File: config.mk
export PLATFORM = sky130hd
export DESIGN_NAME = mem_wb_stage
export DESIGN_NICKNAME = d
export VERILOG_FILES = /design/src/rtl/mem_wb_stage.sv
export SDC_FILE = /design/constraint.sdc
export NUM_CORES = 1
export LEC_CHECK = 0
export ABC_AREA = 1
export BUFFER_PORTS_ARGS = -buffer_cell sky130_fd_sc_hd__clkbuf_2
export CAP_MARGIN = 25
export CORE_UTILIZATION = 51
export DETAILED_ROUTE_END_ITERATION = 8
export GPL_ROUTABILITY_DRIVEN = 0
export PLACE_DENSITY = 0.82
export SYNTH_ARGS = -nofsm -noshare
export SYNTH_HDL_FRONTEND = slang
export SYNTH_SLANG_ARGS = --single-unit
File: constraint.sdc
create_clock -name clk -period 2.6 [get_ports clk]
set_input_delay 0.26 -clock clk [delete_from_list [all_inputs] [get_ports clk]]
set_output_delay 0.26 -clock clk [all_outputs]
set_load 0.005 [all_outputs]
File: src/rtl/mem_wb_stage.sv
// Memory-access and write-back stage: optional load/store over a req/ack bus,
// register write-back pulse, upstream stall and access timeout.
module mem_wb_stage #(
  parameter int unsigned TIMEOUT = 15
) (
  input  logic        clk,
  input  logic        rst,
  input  logic        in_valid,
  input  logic [15:0] aluResult,
  input  logic [15:0] storeData,
  input  logic [1:0]  controlMem,
  input  logic        memToReg,
  input  logic [3:0]  writeReg,
  output logic        stall,
  output logic        mem_req,
  output logic        mem_we,
  output logic [15:0] mem_addr,
  output logic [15:0] mem_wdata,
  input  logic        mem_ack,
  input  logic [15:0] mem_rdata,
  output logic        writeBackEn,
  output logic [3:0]  writeBackReg,
  output logic [15:0] writeBackData,
  output logic        bus_err
);

  typedef enum logic {IDLE = 1'b0, ACCESS = 1'b1} state_t;

  localparam logic [7:0] CNT_LAST = 8'(TIMEOUT - 1);
  localparam logic [3:0] NO_REG   = 4'hF;

  state_t      state_q, state_d;
  logic        we_q, we_d;
  logic [15:0] addr_q, addr_d;
  logic [15:0] wdata_q, wdata_d;
  logic        m2r_q, m2r_d;
  logic [3:0]  wreg_q, wreg_d;
  logic [7:0]  cnt_q, cnt_d;
  logic        wb_en_q, wb_en_d;
  logic [3:0]  wb_reg_q, wb_reg_d;
  logic [15:0] wb_data_q, wb_data_d;
  logic        err_q, err_d;
  logic        is_mem_s;

  // Reserved encoding 11 falls through to "no memory operation".
  assign is_mem_s = (controlMem == 2'b01) || (controlMem == 2'b10);

  always_comb begin
    state_d   = state_q;
    we_d      = we_q;
    addr_d    = addr_q;
    wdata_d   = wdata_q;
    m2r_d     = m2r_q;
    wreg_d    = wreg_q;
    cnt_d     = cnt_q;
    wb_en_d   = 1'b0;
    wb_reg_d  = wb_reg_q;
    wb_data_d = wb_data_q;
    err_d     = err_q;
    case (state_q)
      IDLE: begin
        if (in_valid && is_mem_s) begin
          we_d    = (controlMem == 2'b10);
          addr_d  = aluResult;
          wdata_d = storeData;
          m2r_d   = memToReg && (controlMem == 2'b01);
          wreg_d  = writeReg;
          cnt_d   = 8'd0;
          state_d = ACCESS;
        end else if (in_valid) begin
          wb_reg_d  = writeReg;
          wb_data_d = aluResult;
          wb_en_d   = (writeReg != NO_REG);
        end else begin
          state_d = IDLE;
        end
      end
      ACCESS: begin
        // An ack in the final timeout cycle still completes the access.
        if (mem_ack) begin
          wb_reg_d  = wreg_q;
          wb_data_d = m2r_q ? mem_rdata : addr_q;
          wb_en_d   = (wreg_q != NO_REG);
          state_d   = IDLE;
        end else if (cnt_q >= CNT_LAST) begin
          err_d   = 1'b1;
          state_d = IDLE;
        end else begin
          cnt_d = cnt_q + 8'd1;
        end
      end
      default: state_d = IDLE;
    endcase
  end

  always_ff @(posedge clk) begin
    if (!rst) begin
      state_q   <= IDLE;
      we_q      <= 1'b0;
      addr_q    <= 16'h0000;
      wdata_q   <= 16'h0000;
      m2r_q     <= 1'b0;
      wreg_q    <= 4'h0;
      cnt_q     <= 8'd0;
      wb_en_q   <= 1'b0;
      wb_reg_q  <= 4'h0;
      wb_data_q <= 16'h0000;
      err_q     <= 1'b0;
    end else begin
      state_q   <= state_d;
      we_q      <= we_d;
      addr_q    <= addr_d;
      wdata_q   <= wdata_d;
      m2r_q     <= m2r_d;
      wreg_q    <= wreg_d;
      cnt_q     <= cnt_d;
      wb_en_q   <= wb_en_d;
      wb_reg_q  <= wb_reg_d;
      wb_data_q <= wb_data_d;
      err_q     <= err_d;
    end
  end

  assign stall         = (state_q == ACCESS);
  assign mem_req       = (state_q == ACCESS);
  assign mem_we        = we_q;
  assign mem_addr      = addr_q;
  assign mem_wdata     = wdata_q;
  assign writeBackEn   = wb_en_q;
  assign writeBackReg  = wb_reg_q;
  assign writeBackData = wb_data_q;
  assign bus_err       = err_q;

endmodule

; ---- Yosys cells after proc, flatten, opt, wreduce, memory -nomap -nowiden
; Cells that the tools add are included.
[word_totals]
word_cells = 53
reg_bits = 69
out_inout_bits = 57
n_memories = 0
latch_bits = 0
romBits = 0
ram_bits = 0
[op_classes]
reduce_logical = 7
shifts = 0
div_mod_pow = 0
multipliers = 0
add_sub_neg = 1
n_mux = 21
bitwise_logic = 2
order_cmp = 1
n_eq_ne = 10
[ops]
columns = op, count
row1 = 2-to-1 mux 16 bit, 4
row2 = one-hot mux 16 bit (2 select lines), 1
row3 = 2-to-1 mux 8 bit, 3
row4 = one-hot mux 8 bit (2 select lines), 1
row5 = 2-to-1 mux 4 bit, 3
row6 = "!= test 2 bit, second input constant", 6
row7 = AND reduction 3 bit, 3
row8 = "adder 8 x 1 -> 8 bit, second input constant", 1
row9 = "greater-or-equal comparator 8 x 4 -> 1 bit, second input constant", 1
row10 = "!= test 4 bit, second input constant", 2
row11 = one-hot mux 4 bit (2 select lines), 1
row12 = 2-to-1 mux 1 bit, 6
row13 = one-hot mux 1 bit (2 select lines), 2
row14 = "equality test 2 x 1 -> 1 bit, second input constant", 1
row15 = "equality test 2 bit, second input constant", 1
row16 = logical AND 1 bit, 2
row17 = NOT 1 bit, 2
row18 = AND reduction 2 bit, 1
row19 = logical OR 1 bit, 1

; ---- Longest topological paths before layout
[depth]
ltp_word = 5
depth_mapped = 9

; ---- Worst setup path before layout
; No wires, ideal clock.
[synth_timing]
path_type = in2reg
from = in controlMem[0]
to = reg addr_q[10] (netlist: mem_addr[10])
cell_stages = 9
path_slack_ns = 1.310
arrival_time_ns = 1.220
setup_time_ns = 0.070
path_cell_list = inv_1 > ha_1 > inv_1 > nand3_4 > inv_2 > buf_6 > buf_4 > nand2_1 > a21oi_1
[synth_between]
elab_chain_len = 4
word_cells_on_any_way = 5
cone_classes = 2 x eq/ne / 3 x reduce/logical
[synth_lines]
columns = item, line
row1 = from (decl), 11  ; input logic [1:0] controlMem,
row2 = equality test 2 x 1 -> 1 bit / equality test 2 bit (equally long branches), 46  ; assign is_mem_s = (controlMem == 2'b01) || (controlMem == 2'b10);
row3 = logical OR 1 bit (*), 46
row4 = logical AND 1 bit (*), 62  ; if (in_valid && is_mem_s) begin
row5 = AND reduction 2 bit (no source line) (*), --
row6 = to (signal assigned), 112  ; addr_q <= addr_d;
row7 = to (decl), 34  ; logic [15:0] addr_q, addr_d;
; Mark *: on every way between the ends. The rest lies on a longest branch, timed or not.
; A chain may end at the register's enable or synchronous reset.

; ---- Final worst setup path
[layout_timing]
from = reg state_q (netlist: mem_req)
to = reg wb_reg_q[0] (netlist: writeBackReg[0])
[layout_between]
elab_chain_len = 3
word_cells_on_any_way = 6
cone_classes = 3 x eq/ne / 1 x mux / 1 x bitwise / 1 x reduce/logical
[layout_lines]
columns = item, line
row1 = from (decl), 32  ; state_t state_q, state_d;
row2 = from (signal assigned), 110  ; state_q <= state_d;
row3 = NOT 1 bit (no source line), --
row4 = != test 2 bit (no source line), --
row5 = AND reduction 3 bit (no source line), --
row6 = to (signal assigned), 118  ; wb_reg_q <= wb_reg_d;
row7 = to (decl), 40  ; logic [3:0] wb_reg_q, wb_reg_d;
; Parallel ways exist; a longest one is shown, timed or not.

==> flow_metrics.py <==
metrics = {
    "detailed_routing": {
        "ant_nets": 0,
        "first_pass_iters": 4,
        "vias_per_cell": 5.12,
        "vias": 2904,
        "wl_per_cell_um": 12.9,
        "drt-initial-drc-count": 169,
        "drc": 0,
        "wirelength_mm": 7.31,
    },
    "worst_setup_path": {
        "reg2reg_to": "writeBackReg[0]",
        "critPathLaunchType": "flip-flop",
        "end_kind": "flip-flop",
        "cp.required_ns": 2.86,
        "crit_path_end": "writeBackReg[0]",
        "crit_start": "mem_req",
        "cp_max_fo": 40,
        "worstReg2RegStart": "mem_req",
        "criticalPathCategory": "flip-flop to flip-flop",
        "cp_data_arrival_time_ns": 1.96,
        "r2r_cells": 6,
        "reg2reg_slack_ns": 0.90,
    },
    "floorplan": {
        "die_w_um": 76.6,
        "start_util": 0.542,
        "die_height_um": 76.6,
        "coreArea_um2": 5240,
        "rows": 26,
        "ioPinCount": 116,
        "die_area_um2": 5870,
    },
    "synthesis": {
        "synthCells": 385,
        "syn_area_um2": 2840,
        "synth_seq_cells": 69,
        "synth_area_leaders": "dfxtp_1 49%, a21oi_1 14%, nand2_1 13%, o21ai_0 5.8%, nor2_1 4.9%",
        "synth_edf_count": 0,
        "synth-async-reset-ratio": 0,
        "yosysSeqAreaShare": 0.487,
        "synth_most_common_cell": "nand2_1",
        "ys_top_cells_by_count": "95 x nand2_1, 77 x a21oi_1, 69 x dfxtp_1",
        "netlist-cell-type-count": 26,
        "ys_warn_count": 0,
        "syn-mean-instance-area_um2": 7.37,
        "yosys.area.top_type": "dfxtp_1",
        "yosysTopAreaCellShare": 0.487,
        "synth_flop_cell": "dfxtp_1",
        "syn-num-nets": 448,
    },
    "hold_path": {
        "hold_path.class": "input pin to flip-flop",
    },
    "timing": {
        "finalSetupViolCount": 0,
        "fin_crit_sh": 0.653,
        "tns_ns": 0,
        "setup_ws_ns": 0.901,
        "maxSlewHeadroom": 0.574,
        "finalCriticalPeriod_ns": 1.70,
        "hold_violations": 0,
        "slew_violations": 0,
        "finalClockSkew_ns": 0.00591,
        "rsz0062_at_grt": "no",
        "tightest_slew_ns": 0.638,
        "max_freq_mhz": 589,
        "holdWs_ns": 0.150,
    },
    "global_route": {
        "grt.total_usage": 0.253,
        "gr-total-overflow": 0,
        "grt_pass1_wl_mm": 12.0,
        "grt_max_degree": 43,
        "grt_pass1_vias": 2720,
        "antenna_found_initial": 0,
    },
    "cts": {
        "hold_buffers": 0,
        "path_clk_slew_ns": 0.07,
        "cts_made_buffers": 9,
        "root_buffer": "clkbuf_8",
        "cts_tree": "done",
        "post_cts_buffers": 0,
        "clk_path_buf_depth": 2,
        "cts.sinks": 69,
        "clkLatencyLatePin_ns": 0.33,
        "htree_levels": 3,
        "cts_resized": 0,
    },
    "layout": {
        "fin_nets": 555,
        "layout-drive-gt1-share": 0.288,
        "fillers": 442,
        "antennaDiodeCount": 0,
        "syn_to_final_growth_pct": 28.1,
    },
    "power": {
        "power_density_nw_per_um2": 672,
        "leakage_nw": 1.70,
        "ir_worst_vdd_v": 0.000532,
    },
    "placed_design": {
        "dp_hpwl_mm": 4.93,
        "pre_cts_ws_ns": 0.845,
        "io_buffers": 115,
    },
    "outcome": {
        "outcome": "finished, final reports clean",
    },
    "flow_run": {
        "maxCapViolations": 0,
    },
}
-- report_power, final --
group,switching (W),internal (W)
combinational,0.000195,0.000138
sequential,0.0000418,0.00113
clock,0.000401,0.000540
total,0.000637,0.00181
-- worst min-delay path by stage --
stage | from | to | slack [ns] | cells past startpoint
2_1_floorplan | rst | writeBackReg[0] | 0.40 | 2
3_3_place_gp | cnt_q[7] | cnt_q[7] | 0.44 | 2
3_5_place_dp | cnt_q[6] | cnt_q[6] | 0.44 | 2
4_1_cts | storeData[7] | mem_wdata[7] | 0.14 | 3
5_1_grt | storeData[7] | mem_wdata[7] | 0.13 | 3
6_report | storeData[7] | mem_wdata[7] | 0.15 | 3
-- area by class of cell --
| class | count | area [µm²] | area share |
|---|---|---|---|
| tap | 70 | 87.6 | 0.0241 |
| clock buffer | 10 | 128 | 0.0351 |
| timing repair buffer | 121 | 621 | 0.171 |
| sequential | 69 | 1380 | 0.380 |
| multi-input combinational | 272 | 1260 | 0.347 |
| clock inverter | 6 | 86.3 | 0.0237 |
| inverter | 19 | 71.3 | 0.0196 |
-- kinds of logic (layout without fill, tap and decap cells) --
group | count (synthesis) | count (layout) | synth area share
AND/OR/NAND/NOR | 147 | 147 | 0.209
AO/OA/AOI/OAI | 120 | 120 | 0.215
flip-flops | 69 | 69 | 0.487
buffers and inverters | 44 | 156 | 0.0688
adder cells (fa/ha/maj) | 4 | 4 | 0.0176
XOR/XNOR | 1 | 1 | 0.00309
-- layer usage --
metal,global-route usage,routed length [µm]
met5,0,0
met4,0.100,63
met3,0.0587,536
met2,0.444,3590
met1,0.297,3120
-- flip-flops by register name (all words and copies together) (netlist names) --
register / cells
writeBackData: 16
wreg_q: 4
cnt_q: 8
bus_err: 1
mem_wdata: 16
mem_we: 1
m2r_q: 1
mem_addr: 16
writeBackEn: 1
mem_req: 1
writeBackReg: 4
-- worst max-delay path, cell delays in order (launching register included) --
cell     delay [ns]
dfxtp_1        0.32
inv_2          0.37
nand3_1        0.21
nand2_1        0.10
buf_4          0.34
o21ai_1        0.12
a31oi_1        0.16
-- cells in the final DEF, fill, tap and decap left out, types with 2 or more instances in the layout --
| cell | synthesis | layout |
|---|---|---|
| nor3_1 | 3 | 3 |
| nor2_1 | 37 | 37 |
| clkinv_2 | 0 | 2 |
| dfxtp_1 | 69 | 69 |
| inv_1 | 15 | 15 |
| bufinv_16 | 0 | 2 |
| clkbuf_8 | 0 | 9 |
| o21ai_0 | 33 | 33 |
| o21ai_1 | 4 | 4 |
| a31oi_1 | 4 | 4 |
| clkbuf_2 | 0 | 115 |
| nand4_1 | 2 | 2 |
| nand2_1 | 95 | 95 |
| nand3_1 | 6 | 6 |
| ha_1 | 4 | 4 |
| buf_4 | 3 | 6 |
| a21oi_1 | 77 | 77 |
| inv_2 | 3 | 3 |
-- per-stage QoR --
step | power [W] | utilization | cells | area (µm²)
CTS | 0.00246 | 0.694 | 567 | 3640
global placement | 0.00152 | 0.653 | 551 | 3420
finish | 0.00244 | 0.694 | 567 | 3640
floorplan | 0.00137 | - | 385 | 2840
detailed placement | 0.00153 | 0.653 | 551 | 3420
global route | 0.00255 | 0.694 | 567 | 3640
Note: power is estimated with default switching activity, not from simulation.
